### src/rtl/result_uart_dump.sv
`default_nettype none
// ============================================================================
// Module   : result_uart_dump
// Purpose  : Streams every 32-bit systolic-array result to the UART, MSB first.
// Revision : 1.0  initial release
// ============================================================================
module result_uart_dump #(
  parameter int N      = 2,
  parameter int ADDR_W = 11
) (
  input  logic                  clk,
  input  logic                  rst,
  input  logic                  start,
  input  logic [ADDR_W:0]       num_words,
  output logic                  busy,
  output logic                  done,
  output logic [ADDR_W-1:0]     ram_c_addr,
  output logic [N*N-1:0]        ram_c_rden,
  input  logic [32*N*N-1:0]     ram_c_q,
  output logic [7:0]            uart_tx_data,
  output logic                  uart_send_data,
  input  logic                  uart_tx_done
);

  localparam int              c_NB     = N * N;
  localparam int              c_KW     = (c_NB > 1) ? $clog2(c_NB) : 1;
  localparam logic [c_KW-1:0] c_K_LAST = c_KW'(c_NB - 1);

  localparam logic [2:0] c_IDLE    = 3'd0;
  localparam logic [2:0] c_RD_REQ  = 3'd1;
  localparam logic [2:0] c_RD_WAIT = 3'd2;
  localparam logic [2:0] c_LATCH   = 3'd3;
  localparam logic [2:0] c_SEND    = 3'd4;
  localparam logic [2:0] c_WAIT_TX = 3'd5;
  localparam logic [2:0] c_NEXT    = 3'd6;
  localparam logic [2:0] c_DONE    = 3'd7;

  logic [2:0]        r_state;
  logic [2:0]        w_next;
  logic [ADDR_W:0]   r_a;
  logic [ADDR_W:0]   r_num;
  logic [c_KW-1:0]   r_k;
  logic [1:0]        r_b;
  logic [31:0]       r_shreg;
  logic [7:0]        r_tx_data;
  logic [ADDR_W:0]   w_a_inc;
  logic              w_k_wrap;
  logic              w_last;
  logic [31:0]       w_slice;

  assign w_a_inc  = r_a + {{ADDR_W{1'b0}}, 1'b1};
  assign w_k_wrap = (r_k == c_K_LAST);
  assign w_last   = w_k_wrap && (w_a_inc >= r_num);
  assign w_slice  = ram_c_q[32*int'(r_k) +: 32];

  always_ff @(posedge clk) begin
    if (rst) r_state <= c_IDLE;
    else     r_state <= w_next;
  end

  // A zero-length dump detours through NEXT (with k preset to the last bank)
  // so that done lands two cycles after start, same as a finished dump.
  always_comb begin
    w_next = r_state;
    case (r_state)
      c_IDLE:    if (start) w_next = (num_words == '0) ? c_NEXT : c_RD_REQ;
      c_RD_REQ:  w_next = c_RD_WAIT;
      c_RD_WAIT: w_next = c_LATCH;
      c_LATCH:   w_next = c_SEND;
      c_SEND:    w_next = c_WAIT_TX;
      c_WAIT_TX: if (uart_tx_done) w_next = (r_b == 2'd3) ? c_NEXT : c_SEND;
      c_NEXT:    w_next = w_last ? c_DONE : c_RD_REQ;
      c_DONE:    w_next = c_IDLE;
      default:   w_next = c_IDLE;
    endcase
  end

  always_comb begin
    busy           = (r_state != c_IDLE);
    done           = (r_state == c_DONE);
    uart_send_data = (r_state == c_SEND);
    ram_c_rden     = '0;
    if (r_state == c_RD_REQ) ram_c_rden[r_k] = 1'b1;
  end

  assign ram_c_addr   = r_a[ADDR_W-1:0];
  assign uart_tx_data = r_tx_data;

  // tx_data is loaded on entry to SEND so it is stable while the strobe is high.
  always_ff @(posedge clk) begin
    if (rst) begin
      r_a       <= '0;
      r_num     <= '0;
      r_k       <= '0;
      r_b       <= '0;
      r_shreg   <= '0;
      r_tx_data <= '0;
    end else begin
      case (r_state)
        c_IDLE: begin
          if (start) begin
            r_num <= num_words;
            r_a   <= '0;
            r_k   <= (num_words == '0) ? c_K_LAST : '0;
          end
        end
        c_LATCH: begin
          r_shreg   <= w_slice;
          r_b       <= '0;
          r_tx_data <= w_slice[31:24];
        end
        c_WAIT_TX: begin
          if (uart_tx_done) begin
            r_shreg <= {r_shreg[23:0], 8'h00};
            r_b     <= r_b + 2'd1;
            if (r_b != 2'd3) r_tx_data <= r_shreg[23:16];
          end
        end
        c_NEXT: begin
          r_k <= w_k_wrap ? '0 : r_k + 1'b1;
          if (w_k_wrap) r_a <= w_a_inc;
        end
        default: ;
      endcase
    end
  end

endmodule
`default_nettype wire

### config.mk
export PLATFORM = sky130hd
export DESIGN_NAME = result_uart_dump
export DESIGN_NICKNAME = d
export VERILOG_FILES = /design/src/rtl/result_uart_dump.sv
export SDC_FILE = /design/constraint.sdc
export NUM_CORES = 1
export LEC_CHECK = 0
export CAP_MARGIN = 20
export CORE_UTILIZATION = 48
export CTS_BUF_LIST = sky130_fd_sc_hd__clkbuf_16
export DETAILED_ROUTE_END_ITERATION = 7
export GPL_TIMING_DRIVEN = 0
export PLACE_DENSITY = 0.88
export RECOVER_POWER = 50
export SLEW_MARGIN = 10
export SYNTH_ARGS = -nofsm -noshare
export SYNTH_HDL_FRONTEND = slang
export SYNTH_SLANG_ARGS = --single-unit
### constraint.sdc
create_clock -name clk -period 7.5 [get_ports clk]
set_input_delay 1.125 -clock clk [delete_from_list [all_inputs] [get_ports clk]]
set_output_delay 1.125 -clock clk [all_outputs]
set_load 0.02 [all_outputs]
# After elaboration in Yosys (flattened, before gate mapping)
# Index checks and enable logic that the tools add are counted.
dict set report word_totals {
  reg_bits 63
  inputBits 144
}
dict set report op_classes {
  add_sub_neg 3
  order_cmp 3
  n_eq_ne 14
  shifts 1
  muxes 23
  n_reduce_logical 13
}
# operator n
set ops {}
lappend ops {{variable part select 128 x 8 -> 32 bit} 1}
lappend ops {{case mux 24 bit (2 select lines)} 1}
lappend ops {{two-way mux 12 bit} 2}
lappend ops {{two-way mux 24 bit} 1}
lappend ops {{case mux 12 bit (2 select lines)} 1}
lappend ops {{case mux 3 bit (8 select lines)} 1}
lappend ops {{two-way mux 8 bit} 2}
lappend ops {{case mux 8 bit (2 select lines)} 1}
lappend ops {{adder 12 x 1 -> 12 bit, second input constant} 1}
lappend ops {{equality test 3 bit, second input constant} 4}
lappend ops {{greater-or-equal comparator 12 bit} 1}
lappend ops {{zero test 12 bit} 1}
lappend ops {{two-way mux 3 bit} 4}
lappend ops {{two-way mux 2 bit} 5}
lappend ops {{!= test 2 bit, second input constant} 5}
lappend ops {{case mux 2 bit (2 select lines)} 2}
lappend ops {{AND reduction 2 bit} 4}
lappend ops {{equality test 3 x 2 -> 1 bit, second input constant} 2}
lappend ops {{AND reduction 3 bit} 2}
lappend ops {{adder 2 x 1 -> 2 bit, second input constant} 2}
lappend ops {{equality test 2 bit, second input constant} 2}
lappend ops {{two-way mux 4 bit} 1}
lappend ops {{nonzero test 2 bit} 2}
lappend ops {{equality test 3 x 1 -> 1 bit, second input constant} 1}
lappend ops {{other kinds (7)} 8}

# Depth between registers and ports, before layout
# Gate-level depths: netlist of run 1.
dict set report depth {
  ltp_word 5
  mapped_depth 11
}

# Worst setup path after synthesis of run 1
# No wires, ideal clock.
dict set report synth_path {
  kind {register -> register}
  from {register r_a[0]}
  to {register r_state[2]}
  setup_time_ns 0.086
  arrival_time_ns 2.626
  setup_slack_ns 4.787
  path_stages_with_launch 10
  period_less_slack_ns 2.713
  path_cell_list {dfxtp_1 -> ha_1 -> nand3_1 -> nor3_1 -> xor2_1 -> ha_1 -> nand4_1 -> or4_1 -> a31o_1 -> a221oi_2}
}
dict set report synth_via {
  elab_chain_cells 5
}
# item line_no
set synth_lines {}
lappend synth_lines {{start: declaration} 40} ;# logic [ADDR_W:0] r_a;
lappend synth_lines {{start signal: assignment} 121} ;# if (w_k_wrap) r_a <= w_a_inc;
lappend synth_lines {{adder 12 x 1 -> 12 bit} 51} ;# assign w_a_inc = r_a + {{ADDR_W{1'b0}}, 1'b1};
lappend synth_lines {{greater-or-equal comparator 12 bit} 53} ;# assign w_last = w_k_wrap && (w_a_inc >= r_num);
lappend synth_lines {{logical AND 1 bit} 53}
lappend synth_lines {{two-way mux 3 bit} 72} ;# c_NEXT: w_next = w_last ? c_DONE : c_RD_REQ;
lappend synth_lines {{case mux 3 bit (8 select lines)} 65} ;# case (r_state)
lappend synth_lines {{end signal: assignment} 57} ;# if (rst) r_state <= c_IDLE;
lappend synth_lines {{end signal: assignment} 58} ;# else r_state <= w_next;
lappend synth_lines {{end: declaration} 38} ;# logic [2:0] r_state;
# Every way passes these cells.
# A chain may end at the register's enable or synchronous reset.

# Worst setup path in the final report of run 1
dict set report layout_path {
  from {input port start}
  to {register r_a[4]}
}
dict set report layout_via {
  elab_chain_cells 2
}
# item line_no
set layout_lines {}
lappend layout_lines {{start: declaration} 13} ;# input logic start,
lappend layout_lines {{!= test 2 bit (no line)} --}
lappend layout_lines {{AND reduction 3 bit (no line)} --}
# Every way passes these cells.

==> results of run 1 <==
-- power breakdown --
part           internal [mW]  switching, mW  leakage (nW)
registers              0.360         0.0162         0.512
clock network          0.213          0.140         0.123
logic                  0.152          0.137          1.72
-- sequential cells by signal, summed over array words and instances, names as in the netlist --
signal / count
r_b: 2
r_shreg: 24
r_state: 3
uart_tx_data: 8
r_num: 12
r_a: 12
r_k: 2
-- synth_stat cells, types with 3 or more instances --
master,number,area [um2]
o21ai_0,7,35.0
nor2_1,48,180
mux4_2,32,721
xor2_1,5,43.8
buf_2,13,65.1
a211oi_1,14,105
buf_1,3,11.3
ha_1,18,225
nor4_1,3,18.8
a22oi_1,9,67.6
nand3b_1,5,37.5
nand4_1,3,18.8
nand2_1,60,225
nor2_2,3,18.8
a21oi_1,52,260
a31oi_1,3,18.8
a311oi_1,3,26.3
clkbuf_1,11,41.3
and2_1,5,31.3
and3_1,4,25.0
a211oi_2,10,125
nor3_1,9,45.0
dfxtp_1,63,1260
xnor2_1,5,43.8
nand3_1,7,35.0
inv_1,16,60.1
o211ai_1,3,22.5
buf_4,16,120
-- routing by layer --
layer	vias up	global-route usage [%]	wire, um
met5	-	0	0
met4	0	17.0	552
met3	58	6.71	1040
met2	247	54.3	7130
met1	2142	33.3	4890
li1	2053	-	-
-- cell type report --
| type | count | area [um2] |
|---|---|---|
| multi-input cells | 341 | 2620 |
| fillers | 577 | 2130 |
| repair buffers | 168 | 1680 |
| flip-flops and latches | 63 | 1260 |
| plain buffers | 45 | 255 |
| clock buffers | 9 | 225 |
| well taps | 105 | 131 |
| inverters | 17 | 63.8 |
| clock inverters | 5 | 18.8 |
-- worst min path at each step --
stage / from / end / slack (ps) / cells after the start
after floorplan: r_b[1] / r_b[1] / 440 / 2
after global placement: r_b[1] / r_b[1] / 440 / 2
after detailed placement: r_num[6] / r_num[6] / 450 / 2
after CTS: r_num[3] / r_num[3] / 460 / 2
after global routing: r_shreg[21] / uart_tx_data[5] / 470 / 2
final: r_num[8] / r_num[8] / 460 / 2
-- stage by stage --
stage | area, um2 | power [mW] | setup slack, ps | util (%) | hold slack [ps]
after global placement | 6060 | 0.663 | 4420 | 72.3 | 443
after global routing | 6260 | 1.05 | 3920 | 74.6 | 472
after detailed placement | 6060 | 0.674 | 4380 | 72.3 | 447
after floorplan | 4250 | 0.540 | 4790 | - | 436
final | 6260 | 1.02 | 4020 | 74.6 | 459
after CTS | 6310 | 1.02 | 4040 | 75.3 | 457
-- cells by family after synthesis --
group                    Yosys count
buffers and inverters             62
XOR/XNOR                          10
multiplexers                      32
AND/OR/NAND/NOR                  165
flip-flops                        63
AO/OA/AOI/OAI                    116
adder cells (fa/ha/maj)           18
-- critical path, stage by stage --
cell and delay [ps]:
dlygate4sd3_1 680, nor4b_1 970, nor2_1 440, a21o_1 270, a21oi_1 130, nor2_1 50
==> run_results.csv, run 1 <==
group,metric,value,unit
floorplanning,die_y,96.1,um
synthesis,synthSimpleGateAreaFrac,18.8,%
sta,rsz0062_at_grt,"no",
critical_path,reg2reg_to,"r_state[2]",
route,vias,4500,
route,viasPerCell,5.98,
flow_run,maxCapViolations,0,
critical_path,crit_path_end_kind,"flip-flop",
sta,setup_viol,0,
synthesis,syn_avg_cell_area,9.12,um2
global_route,grt-ovfl-total,0,
finish,fin_cells,753,
synthesis,yosys.cell_types.count,56,
sta,fmax,0.288,GHz
floorplanning,start_util,50.7,%
run_status,status,"finished clean",
synthesis,synth_compound_area_share,19.6,%
power,p_per_area,163,mW/mm2
sta,fin_tns_setup,0,ps
place,dp_hpwl,10.8,mm
synthesis,synthCells,466,
critical_path,arrival,3680,ps
cts,cts_resized,0,
cts,cts_sinks,63,
critical_path,critPathLaunchType,"input pin",
finish,antennaDiodeCount,0,
cts,clk_latency,330,ps
synthesis,synth_seq_area_share,29.7,%
global_route,track_usage,30.4,%
sta,finalHoldViolations,0,
critical_path,endpoint,"r_a[4]",
route,drc,0,
place,dp_cells,739,
hold_path,hold_path.class,"flip-flop to flip-flop",
cts,cts_root_buffer,"clkbuf_16",
finish,final_cell_mix,"clkdlybuf4s50_1 (155), dfxtp_1 (63), nand2_1 (60), a21oi_1 (53), nor2_1 (49)",
synthesis,synth_top_family_by_area,"compound AO/OA/AOI/OAI gates",
cts,clock_path_buffers,2,
global_route,antenna_found_initial,0,
sta,worstMarginPinSlew,1170,ps
critical_path,rr_startpoint,"r_a[0]",
route,postRouteAntennaNets,0,
sta,fin_crit,3480,ps
synthesis,synth_fa_ha_area_share,5.30,%
synthesis,syn_nets,628,
global_route,grt_max_degree,11,
finish,final_common_cell,"clkdlybuf4s50_1",
cts,cts_tree,"done",
synthesis,synth-edff-count,0,
route,post_drt_wl_per_cell,18.1,um
synthesis,synth_area,0.00425,mm2
route,drt_first_iter_violations,232,
critical_path,reg2reg_setup_slack,4320,ps
critical_path,crit_fanout,10,
global_route,grt_pass1_vias,4535,
cts,post_cts_buffers,0,
place,port_buffers,168,
finish,area_growth,47.2,%
cts,ctsHoldBuffers,0,
synthesis,ys.flop_type,"dfxtp_1",
sta,fin_crit_sh,46.4,%
synthesis,muxShareOfSynthArea,17.0,%
cts,h-tree-depth,3,
floorplanning,row_count,33,
cts,path_clk_slew,50,ps
sta,relSlewSlack,20.8,%
finish,nNetsFinal,807,
sta,fin_skew,4.44,ps
global_route,grt_pass1_wl,21.0,mm
finish,drive_gt1_share,14.0,%
route,dr.pass1.iters,5,
place,globalplace.congestion,0.926,
floorplanning,die_w,96.1,um
power,leakagePower,2.35,nW
synthesis,ys_ff_latch,63,
floorplanning,pin_count,170,
synthesis,ys_warn_count,0,
critical_path,required,7700,ps
route,drt-total-wl,13.6,mm
critical_path,criticalPathCategory,"input pin to flip-flop",
floorplanning,die_area,0.00924,mm2
synthesis,synth_xor_area_share,2.06,%
power,irDropWorstVdd,0.110,mV
floorplanning,coreArea,0.00838,mm2
critical_path,cp-startpoint,"start",
critical_path,r2r_cells,9,
cts,cts_buffers,9,
sta,slew_violations,0,
synthesis,ys_async_sr_fraction,0,%
Note: power is estimated with default switching activity, not from simulation.
==> run 2: changes to the inputs <==
--- a/config.mk
+++ b/config.mk
@@ -6,11 +6,11 @@
 export NUM_CORES = 1
 export LEC_CHECK = 0
 export CAP_MARGIN = 20
-export CORE_UTILIZATION = 48
+export CORE_UTILIZATION = 40
 export CTS_BUF_LIST = sky130_fd_sc_hd__clkbuf_16
 export DETAILED_ROUTE_END_ITERATION = 7
 export GPL_TIMING_DRIVEN = 0
-export PLACE_DENSITY = 0.88
+export PLACE_DENSITY = 0.78
 export RECOVER_POWER = 50
 export SLEW_MARGIN = 10
 export SYNTH_ARGS = -nofsm -noshare
==> constraint.sdc (replaced) <==
create_clock -name clk -period 3.15 [get_ports clk]
set_input_delay 0.4725 -clock clk [delete_from_list [all_inputs] [get_ports clk]]
set_output_delay 0.4725 -clock clk [all_outputs]
set_load 0.02 [all_outputs]
==> run 2 against run 1 <==
Net effect:
- sequential share of layout area down 0.44 points
- hold slack about the same
- utilization down 13 points
- global-route usage down 6.3 points
- largest power group is now clock
- via count down 2.8%
==> run_results.csv, run 2 (synthesized netlist as in run 1, its figures left out) <==
group,metric,value,unit
run_status,status,"finished clean",
power,irDropWorstVdd,0.337,mV
global_route,grtUsageMet3,4.37,%
sta,worst_slack,157,ps
critical_path,crit_path_end_kind,"flip-flop",
power,p_per_area,426,mW/mm2
global_route,grt_pass1_wl,20.8,mm
finish,finalInstanceArea,0.00639,mm2
critical_path,criticalPathCategory,"flip-flop to flip-flop",
hold_path,hold_path.class,"flip-flop to flip-flop",
sta,setup_viol,0,
place,pre_cts_slack,54.3,ps
cts,path_clk_slew,60,ps
cts,clock_path_buffers,2,
floorplanning,row_count,37,
cts,cts_sinks,63,
finish,area_growth,50.5,%
floorplanning,coreArea,0.0103,mm2
flow_run,maxCapViolations,0,
power,leakagePower,2.40,nW
sta,slew_violations,0,
floorplanning,start_util,41.2,%
critical_path,arrival,3240,ps
global_route,grt-busiest-layer,"met2",
sta,fin_skew,6.45,ps
route,vias,4376,
global_route,track_usage,24.1,%
place,dpl_cell_area,0.00610,mm2
finish,reg.largest.list,"r_shreg x24, r_a x12, r_num x12",
finish,final_common_cell,"clkdlybuf4s50_1",
global_route,met1_usage,26.5,%
route,post_drt_wl_per_cell,16.8,um
cts,post_cts_buffers,0,
sta,fin_crit_sh,95.0,%
place,globalplace.congestion,0.841,
global_route,grt_max_degree,13,
route,viasPerCell,5.57,
cts,cts_buffers,9,
finish,nNetsFinal,807,
sta,worstMarginPinSlew,1170,ps
finish,drive_gt1_share,14.2,%
global_route,grt_pass1_vias,4423,
finish,regMostFlops,"r_shreg",
finish,fin_util,61.9,%
floorplanning,pin_count,170,
finish,n_fill_cell,877,
cts,h-tree-depth,3,
global_route,antenna_found_initial,0,
finish,final_cell_mix,"clkdlybuf4s50_1 (156), dfxtp_1 (63), nand2_1 (61), a21oi_1 (53), nor2_1 (50)",
route,drt-total-wl,13.2,mm
sta,relSlewSlack,21.1,%
floorplanning,die_w,105,um
sta,fmax,0.334,GHz
sta,rsz0062_at_grt,"no",
cts,ctsHoldBuffers,0,
critical_path,critPathLaunchType,"flip-flop",
floorplanning,die_y,105,um
sta,fin_tns_setup,0,ps
cts,cts_root_buffer,"clkbuf_16",
critical_path,crit_fanout,7,
route,drc,0,
route,dr.pass1.iters,5,
finish,antennaDiodeCount,0,
global_route,grt-ovfl-total,0,
place,port_buffers,168,
floorplanning,die_area,0.0110,mm2
sta,finalHoldViolations,0,
place,dp_hpwl,10.5,mm
route,postRouteAntennaNets,0,
route,drt_first_iter_violations,271,
cts,clk_latency,330,ps
finish,largest_reg_flops,24,
sta,fin_crit,2990,ps
cts,cts_tree,"done",
global_route,met2_usage,44.6,%
power,power,2.73,mW
critical_path,required,3400,ps
[run 2: cell types whose count changed in the layout (fill, tap and decap cells not counted), sizes merged]
cell and change:
buf -4, dlygate4sd3 -1, bufinv +3, clkinv -2
clkdlybuf4s50 +1, clkbuf +4, clkinvlp +1
[run 2: path summary, 6_finish.rpt]
kind	from	to	slack, ps	cells after the start
setup / recovery	r_a[0]	r_state[2]	160	9
hold / removal	r_num[4]	r_num[4]	460	2
hold reg to reg	r_num[4]	r_num[4]	460	2
setup reg to reg	r_a[0]	r_state[2]	160	9
[run 2: layout make-up]
| cell class | count | area, um2 | area share, % |
|---|---|---|---|
| multi-input combinational | 341 | 2630 | 41.1 |
| timing repair buffer | 168 | 1680 | 26.3 |
| sequential | 63 | 1260 | 19.7 |
| buffer | 45 | 241 | 3.78 |
| clock buffer | 9 | 225 | 3.52 |
| tap | 136 | 170 | 2.66 |
| clock inverter | 7 | 120 | 1.88 |
| inverter | 17 | 63.8 | 0.998 |
[run 2: power breakdown]
group	internal [mW]	total (mW)	switching (mW)
combinational	0.360	0.674	0.315
clock	0.775	1.16	0.385
sequential	0.857	0.893	0.0367
total	1.99	2.73	0.736
[run 2: stage by stage]
| stage | std cells | hold slack (ps) |
|---|---|---|
| 2_1_floorplan | 466 | 436 |
| 3_3_place_gp | 770 | 444 |
| 3_5_place_dp | 770 | 452 |
| 4_1_cts | 786 | 460 |
| 5_1_grt | 786 | 474 |
| 6_report | 786 | 460 |
[run 2: what timing repair did]
item,CTS,global route
cloned,0,0
resized for setup,1,3
endpoints found under the hold margin,0,0
pin swaps,0,0
setup endpoints to repair,1,2
[run 2: worst max-delay path: stages, from the launching register on]
cell and delay, ps:
dfxtp_1 440, ha_1 300, nand3_2 200, nor3_2 320
xor2_1 150, ha_1 300, nand4_1 140, or4_1 560
a31o_1 280, a221oi_2 230
[run 2: routing by layer]
layer / wire length, um / part of all wire (%)
met1: 5000 / 38
met3: 896 / 6.8
met5: 0 / 0
met4: 401 / 3.0
met2: 6930 / 52
